**src/rtl/fifo_wptr_full_if.sv**
```systemverilog
// Write-side bus of the async FIFO write controller.
// Optional almost_full signal exists only when FIFO_ALMOST_FULL_EN is defined.
// master: the write controller itself; slave: the write-domain client/environment.
interface fifo_wptr_full_if #(
    parameter int unsigned addr_size = 4
);
    logic                 w_inc;
    logic [addr_size:0]   rptr_gray_async;
    logic                 we_s;
    logic [addr_size-1:0] addr_w;
    logic [addr_size:0]   wptr_gray;
    logic                 full;
    logic [addr_size:0]   wlevel;
    logic                 overflow;
`ifdef FIFO_ALMOST_FULL_EN
    logic                 almost_full;

    modport master (
        input  w_inc, rptr_gray_async,
        output we_s, addr_w, wptr_gray, full, wlevel, overflow, almost_full
    );

    modport slave (
        output w_inc, rptr_gray_async,
        input  we_s, addr_w, wptr_gray, full, wlevel, overflow, almost_full
    );
`else
    modport master (
        input  w_inc, rptr_gray_async,
        output we_s, addr_w, wptr_gray, full, wlevel, overflow
    );

    modport slave (
        output w_inc, rptr_gray_async,
        input  we_s, addr_w, wptr_gray, full, wlevel, overflow
    );
`endif
endinterface

```
**src/rtl/fifo_wptr_full.sv**
```systemverilog
// Write-side controller of the async FIFO: write enable/address for the
// memory, binary/Gray write pointer, 2-flop read-pointer synchronizer,
// registered full, write-side level and sticky overflow.
// Optional registered almost_full when FIFO_ALMOST_FULL_EN is defined.
module fifo_wptr_full #(
    parameter int unsigned addr_size = 4
`ifdef FIFO_ALMOST_FULL_EN
    , parameter int unsigned af_level = 2**addr_size - 2
`endif
) (
    input  logic                    clk,
    input  logic                    rst_n,
    fifo_wptr_full_if.master        bus
);

    logic [addr_size:0] wbin_q, wbin_d;
    logic [addr_size:0] wgray_q, wgray_d;
    logic [addr_size:0] rq1_q, rq2_q;
    logic [addr_size:0] rbin_s;
    logic               full_q, full_d;
    logic               ovf_q, ovf_d;
    logic               we;

    // Accept rule, next pointer values, full and overflow next-state
    always_comb begin
        we      = bus.w_inc & ~full_q;
        wbin_d  = wbin_q + {{addr_size{1'b0}}, we};
        wgray_d = wbin_d ^ (wbin_d >> 1);
        // Full when the next write pointer equals the read pointer with the two top Gray bits inverted
        full_d  = (wgray_d == {~rq2_q[addr_size -: 2], rq2_q[addr_size-2:0]});
        ovf_d   = ovf_q | (bus.w_inc & full_q);
    end

    // Gray-to-binary of the synchronized read pointer: bit i is the XOR of bits addr_size..i
    always_comb begin
        rbin_s = '0;
        for (int unsigned i = 0; i <= addr_size; i++) begin
            rbin_s[i] = ^(rq2_q >> i);
        end
    end

    // Write pointer, full and overflow registers
    always_ff @(posedge clk or negedge rst_n) begin
        if (!rst_n) begin
            wbin_q  <= '0;
            wgray_q <= '0;
            full_q  <= 1'b0;
            ovf_q   <= 1'b0;
        end else begin
            wbin_q  <= wbin_d;
            wgray_q <= wgray_d;
            full_q  <= full_d;
            ovf_q   <= ovf_d;
        end
    end

    // Two-flop synchronizer for the read-domain Gray pointer; nothing ahead of rq1
    always_ff @(posedge clk or negedge rst_n) begin
        if (!rst_n) begin
            rq1_q <= '0;
            rq2_q <= '0;
        end else begin
            rq1_q <= bus.rptr_gray_async;
            rq2_q <= rq1_q;
        end
    end

`ifdef FIFO_ALMOST_FULL_EN
    logic [addr_size:0] wlevel_next;
    logic               af_q, af_d;

    // Almost-full threshold on the post-write level
    always_comb begin
        wlevel_next = wbin_d - rbin_s;
        af_d        = (32'(wlevel_next) >= af_level);
    end

    // Almost-full register
    always_ff @(posedge clk or negedge rst_n) begin
        if (!rst_n) begin
            af_q <= 1'b0;
        end else begin
            af_q <= af_d;
        end
    end

    assign bus.almost_full = af_q;
`endif

    assign bus.we_s      = we;
    assign bus.addr_w    = wbin_q[addr_size-1:0];
    assign bus.wptr_gray = wgray_q;
    assign bus.full      = full_q;
    assign bus.wlevel    = wbin_q - rbin_s;
    assign bus.overflow  = ovf_q;

endmodule

```
**src/flat_wrapper.sv**
```systemverilog
// flat-port wrapper written by rule: the top's interface ports become plain ports
module fifo_wptr_full_flat 
#(
    parameter int unsigned addr_size = 4

)
  (clk, rst_n, bus_w_inc, bus_rptr_gray_async, bus_we_s, bus_addr_w, bus_wptr_gray, bus_full, bus_wlevel, bus_overflow);
  fifo_wptr_full_if #(.addr_size(addr_size)) bus_i ();
  input  logic clk;
  input  logic rst_n;
  input wire logic [$bits(bus_i.w_inc)-1:0] bus_w_inc;
  input wire logic [$bits(bus_i.rptr_gray_async)-1:0] bus_rptr_gray_async;
  output wire logic [$bits(bus_i.we_s)-1:0] bus_we_s;
  output wire logic [$bits(bus_i.addr_w)-1:0] bus_addr_w;
  output wire logic [$bits(bus_i.wptr_gray)-1:0] bus_wptr_gray;
  output wire logic [$bits(bus_i.full)-1:0] bus_full;
  output wire logic [$bits(bus_i.wlevel)-1:0] bus_wlevel;
  output wire logic [$bits(bus_i.overflow)-1:0] bus_overflow;
  assign bus_i.w_inc = bus_w_inc;
  assign bus_i.rptr_gray_async = bus_rptr_gray_async;
  assign bus_we_s = bus_i.we_s;
  assign bus_addr_w = bus_i.addr_w;
  assign bus_wptr_gray = bus_i.wptr_gray;
  assign bus_full = bus_i.full;
  assign bus_wlevel = bus_i.wlevel;
  assign bus_overflow = bus_i.overflow;
  fifo_wptr_full #(.addr_size(addr_size)) u_core (.clk(clk), .rst_n(rst_n), .bus(bus_i));
endmodule
```
**config.mk**
```make
export PLATFORM = sky130hd
export DESIGN_NAME = fifo_wptr_full_flat
export DESIGN_NICKNAME = d
export VERILOG_FILES = /design/src/rtl/fifo_wptr_full_if.sv /design/src/rtl/fifo_wptr_full.sv /design/src/flat_wrapper.sv
export SDC_FILE = /design/constraint.sdc
export NUM_CORES = 1
export LEC_CHECK = 0
export ABC_AREA = 1
export BUFFER_PORTS_ARGS = -buffer_cell sky130_fd_sc_hd__clkbuf_2
export CORE_ASPECT_RATIO = 0.5
export CORE_UTILIZATION = 27
export DETAILED_ROUTE_END_ITERATION = 16
export PLACE_DENSITY_LB_ADDON = 0.12
export SETUP_SLACK_MARGIN = 0.15
export SLEW_MARGIN = 10
export SYNTH_ARGS = -nofsm -noshare
export SYNTH_HDL_FRONTEND = slang
export SYNTH_SLANG_ARGS = --single-unit
```
**constraint.sdc**
```tcl
create_clock -name clk -period 2.65 [get_ports clk]
set_clock_uncertainty 0.05 [all_clocks]
set_input_delay 0.1325 -clock clk [delete_from_list [all_inputs] [get_ports clk]]
set_output_delay 0.1325 -clock clk [all_outputs]
set_load 0.01 [all_outputs]
```
Word-level counts from Yosys, hierarchy flattened:

Cells that the tools add are included.
Widths: inputs -> output; s select.

* register bits: 22
* bits of input ports: 8
* output and inout bits: 17
* word-level logic and storage cells: 20

* add/subtract/negate cells: 2
* eq/ne operators: 1
* bitwise gates (word level): 6
* reduce and logical (&&, ||, !) cells: 5

Operators by type and width (number)
* $reduce_xor 5->1: 5
* $add 5x1->5: 1
* $eq 5x5->1: 1
* $sub 5x5->5: 1
* $xor 5x4->5: 1
* $and 1x1->1: 2
* $not 2->2: 1
* $not 1->1: 1
* $or 1x1->1: 1

Logic depth before layout (Yosys ltp):

* word-level depth: 5
* gate-level depth with buffers: 13
* gate-level depth less buffers: 13

Worst setup path before layout:

No wires, ideal clock.

* path kind: reg-to-output
* from: reg u_core.rq2_q[4]
* to: out bus_wlevel[4]
* data arrival time: 2029 ps
* setup slack: 439 ps
* cell stages (with the launch flop): 8
* cells stage by stage: dfrtp_1 > xnor2_2 > xor2_2 > xor2_1 > ha_1 > fa_1 > o21ai_0 > xor2_1

* cells in the longest elaborated chain, start to end: 2
* elaborated cells between the ends (all ways): 6
* those cells by class: add/sub: 1; reduce/logical: 5

Ends and longest elaborated chain
* start: declaration: RTL line fifo_wptr_full.sv:18 `logic [addr_size:0] rq1_q, rq2_q;`
* start signal: assignment: RTL line fifo_wptr_full.sv:64 `rq2_q <= rq1_q;`
* $reduce_xor 5->1: RTL line fifo_wptr_full.sv:38 `rbin_s[i] = ^(rq2_q >> i);`
* $sub 5x5->5 *: RTL line fifo_wptr_full.sv:94 `assign bus.wlevel = wbin_q - rbin_s;`
* end: declaration: RTL line flat_wrapper.sv:17 `output wire logic [$bits(bus_i.wlevel)-1:0] bus_wlevel;`

Mark *: on every way between the ends. The rest lies on a longest branch, timed or not.

Worst setup path in the final report:

Ends and elaborated chain as after synthesis.

==> impl_metrics.yaml <==
status:
  status: "finished, final reports clean"
power:
  internal_power_mw: 0.878
  peakVddDrop_mv: 0.367
  switchingPower_mw: 0.719
  power_frac_comb_pct: 55.1
  p_seq_share_pct: 31.7
  power.share.clock_pct: 13.2
  powerDensity_mw_per_mm2: 1160
  swShare_pct: 45.0
  power_mw: 1.60
  leakagePower_nw: 0.733
global_route:
  grt_usage_pct: 11.9
  grt_pass1_wl_um: 3640
  grt_pass1_vias: 771
  grt_max_degree: 22
  overflow: 0
  antenna_found_initial: 0
sta:
  max_slew_margin_pct: 65.3
  fin_crit_ps: 2440
  tns_ps: 0
  layout_worst_path_cycle_share_pct: 91.9
  report.final.slew_viol_count: 0
  rsz0062_at_grt: "true"
  fmax_ghz: 0.411
  setup_ws_ps: 214
  setup_viol: 0
  worstMarginPinSlew_ps: 521
  finalHoldViolCount: 0
critical_path:
  required_ps: 2470
  worstSetupStartpoint: "u_core.rq2_q[4]"
  arrival_ps: 2250
  startpoint_type: "flop"
  cp_max_fo: 3
  cp-end-kind: "output pin"
  critPathKind: "reg -> out"
  reg2reg_setup_slack_ps: 620
  timing.rr.start: "u_core.bus.full"
  ff2ff_path_depth: 12
clocking:
  clock_path_buffers: 2
  cts_root_buffer: "clkbuf_8"
  clock-sinks: 21
  cts_tree: "yes"
  htreeDepth: 1
  worst_skew_pair.late_latency_ps: 260
  cts_buffers: 3
  clkTransAtPathRegs_ps: 80
routing:
  first_pass_iters: 4
  vias: 846
  drtIter0Drc: 52
  wl_per_cell_um: 10.5
  drc_errors: 0
  wirelength_um: 2130
  drt-vias-per-instance: 4.17
  antenna_left: 0
yosys:
  syn_avg_cell_area_um2: 9.17
  netlist_area_mm2: 0.00105
  ys_ff_latch: 21
  yosysSeqAreaShare_pct: 49.8
  syn_inst: 115
  yosys_warnings: 0
  synth.distinct_cells: 17
  syn-num-nets: 130
layout:
  layout-drive-gt1-share_pct: 26.3
  finish.utilization_pct: 38.5
  nNetsFinal: 168
  antennaDiodeCount: 0
  area_delta_synth_final_pct: 30.7
  nFillCells: 376
floorplan:
  chipHeight_um: 46.2
  core-area_mm2: 0.00358
  rows: 15
  start_util_pct: 29.4
  num_io_pins: 25
  die-area_mm2: 0.00418
  die_w_um: 90.4
placement:
  io_buffers: 24
  pre_cts_ws_ps: 269
  dp_hpwl_um: 1680
  place_congestion: 0.748
min_path:
  hp-class: "in -> reg"
  worst_hold_path.num_cells: 2
  holdCritStartpoint: "bus_w_inc"
flow_run:
  cap_violations: 0
## per-layer routing
| layer | up-vias | track usage [%] | share of wire, % |
|---|---|---|---|
| met4 | 0 | 3.87 | 1.2 |
| met2 | 23 | 16.3 | 36 |
| met1 | 382 | 17.4 | 57 |
| li1 | 439 | - | - |
| met5 | - | 0 | 0 |
| met3 | 2 | 3.96 | 5.8 |
## path summary, 6_finish.rpt
path | endpoint
worst max-delay path | bus_wlevel[4]
worst min-delay path | u_core.bus.overflow
worst max register to register | u_core.bus.full
worst min register to register | u_core.rq2_q[3]
max in group asynchronous | u_core.rq2_q[3]
min in group asynchronous | u_core.bus.wptr_gray[1]
## state kept, by name, summed over array words and instances (netlist names)
register	cells
u_core.bus.full	1
u_core.bus.overflow	1
u_core.bus.wptr_gray	4
u_core.rq1_q	5
u_core.rq2_q	5
u_core.wbin_q	5
## power by group through the flow
stage	clock network [mW]	registers, mW	logic [mW]
floorplan	0	0.531	0.547
global placement	0	0.513	0.859
detailed placement	0	0.511	0.862
CTS	0.219	0.506	0.894
global route	0.236	0.525	1.01
finish	0.210	0.507	0.881
## logic make-up after synthesis
kind of cell    count (synthesis)  share of synthesized area (%)
flops                          21                           49.8
compound gates                  5                           2.61
simple gates                   56                           22.4
fa+ha+maj                       7                           9.02
buf+inv                        16                           5.69
xor+xnor                       10                           10.4
## Yosys cell counts
cell,instances,area share (%)
nand3_1,12,5.7
inv_1,15,5.3
nor2_1,4,1.4
fa_1,1,1.9
inv_2,1,0.36
a21oi_1,2,0.95
xor2_2,2,3.1
nand3b_1,1,0.71
xor2_1,4,3.3
ha_1,6,7.1
nand2_1,36,13
o21ai_0,2,0.95
dfrtp_1,21,50
xnor2_2,1,1.5
xnor2_1,3,2.5
a21o_1,1,0.71
nand4_1,3,1.8
## layout by cell type (no fill, tap or decap), types with 2 or more instances in the layout
| cell type | synthesis | routed |
|---|---|---|
| nand2_1 | 36 | 36 |
| clkbuf_2 | 0 | 23 |
| dfrtp_1 | 21 | 19 |
| inv_1 | 15 | 15 |
| nand3_1 | 12 | 12 |
| dlygate4sd3_1 | 0 | 6 |
| ha_1 | 6 | 5 |
| nor2_1 | 4 | 4 |
| xor2_1 | 4 | 4 |
| xnor2_1 | 3 | 3 |
| nand4_1 | 3 | 3 |
| clkbuf_8 | 0 | 3 |
| buf_4 | 0 | 3 |
| xor2_2 | 2 | 2 |
| a21oi_1 | 2 | 2 |
| dfrtp_2 | 0 | 2 |
## worst max-delay path, stage by stage (launching register included)
cell and delay (ps):
dfrtp_2 440, xnor2_2 220, xor2_2 260, xor2_1 110, ha_2 190, fa_2 350
o21ai_2 130, xor2_1 140, buf_2 140
## stage by stage
step / cells / hold slack (ps) / instance area (µm²)
CTS: 202 / 33.0 / 1370
detailed placement: 190 / 88.0 / 1240
finish: 203 / 40.1 / 1380
floorplan: 115 / -213 / 1050
global route: 203 / 32.3 / 1380
global placement: 190 / 92.0 / 1240
## cell type report
cell class | count | area [µm²] | share of cell area, %
multi-input cells | 78 | 478 | 34.7
flip-flops and latches | 21 | 528 | 38.3
clock inverters | 1 | 5.00 | 0.363
well taps | 51 | 63.8 | 4.63
repair buffers | 33 | 203 | 14.7
clock buffers | 3 | 41.3 | 2.99
inverters | 16 | 60.1 | 4.36
## what timing repair did
item | CTS | global route
endpoints found under the hold margin | 26 | 0
resized for setup | 4 | 3
hold buffers | 6 | 0
pin swaps | 4 | 2
endpoints found under the setup margin | 1 | 3
setup buffers | 2 | 1
Power figures use the tool's default switching activity.
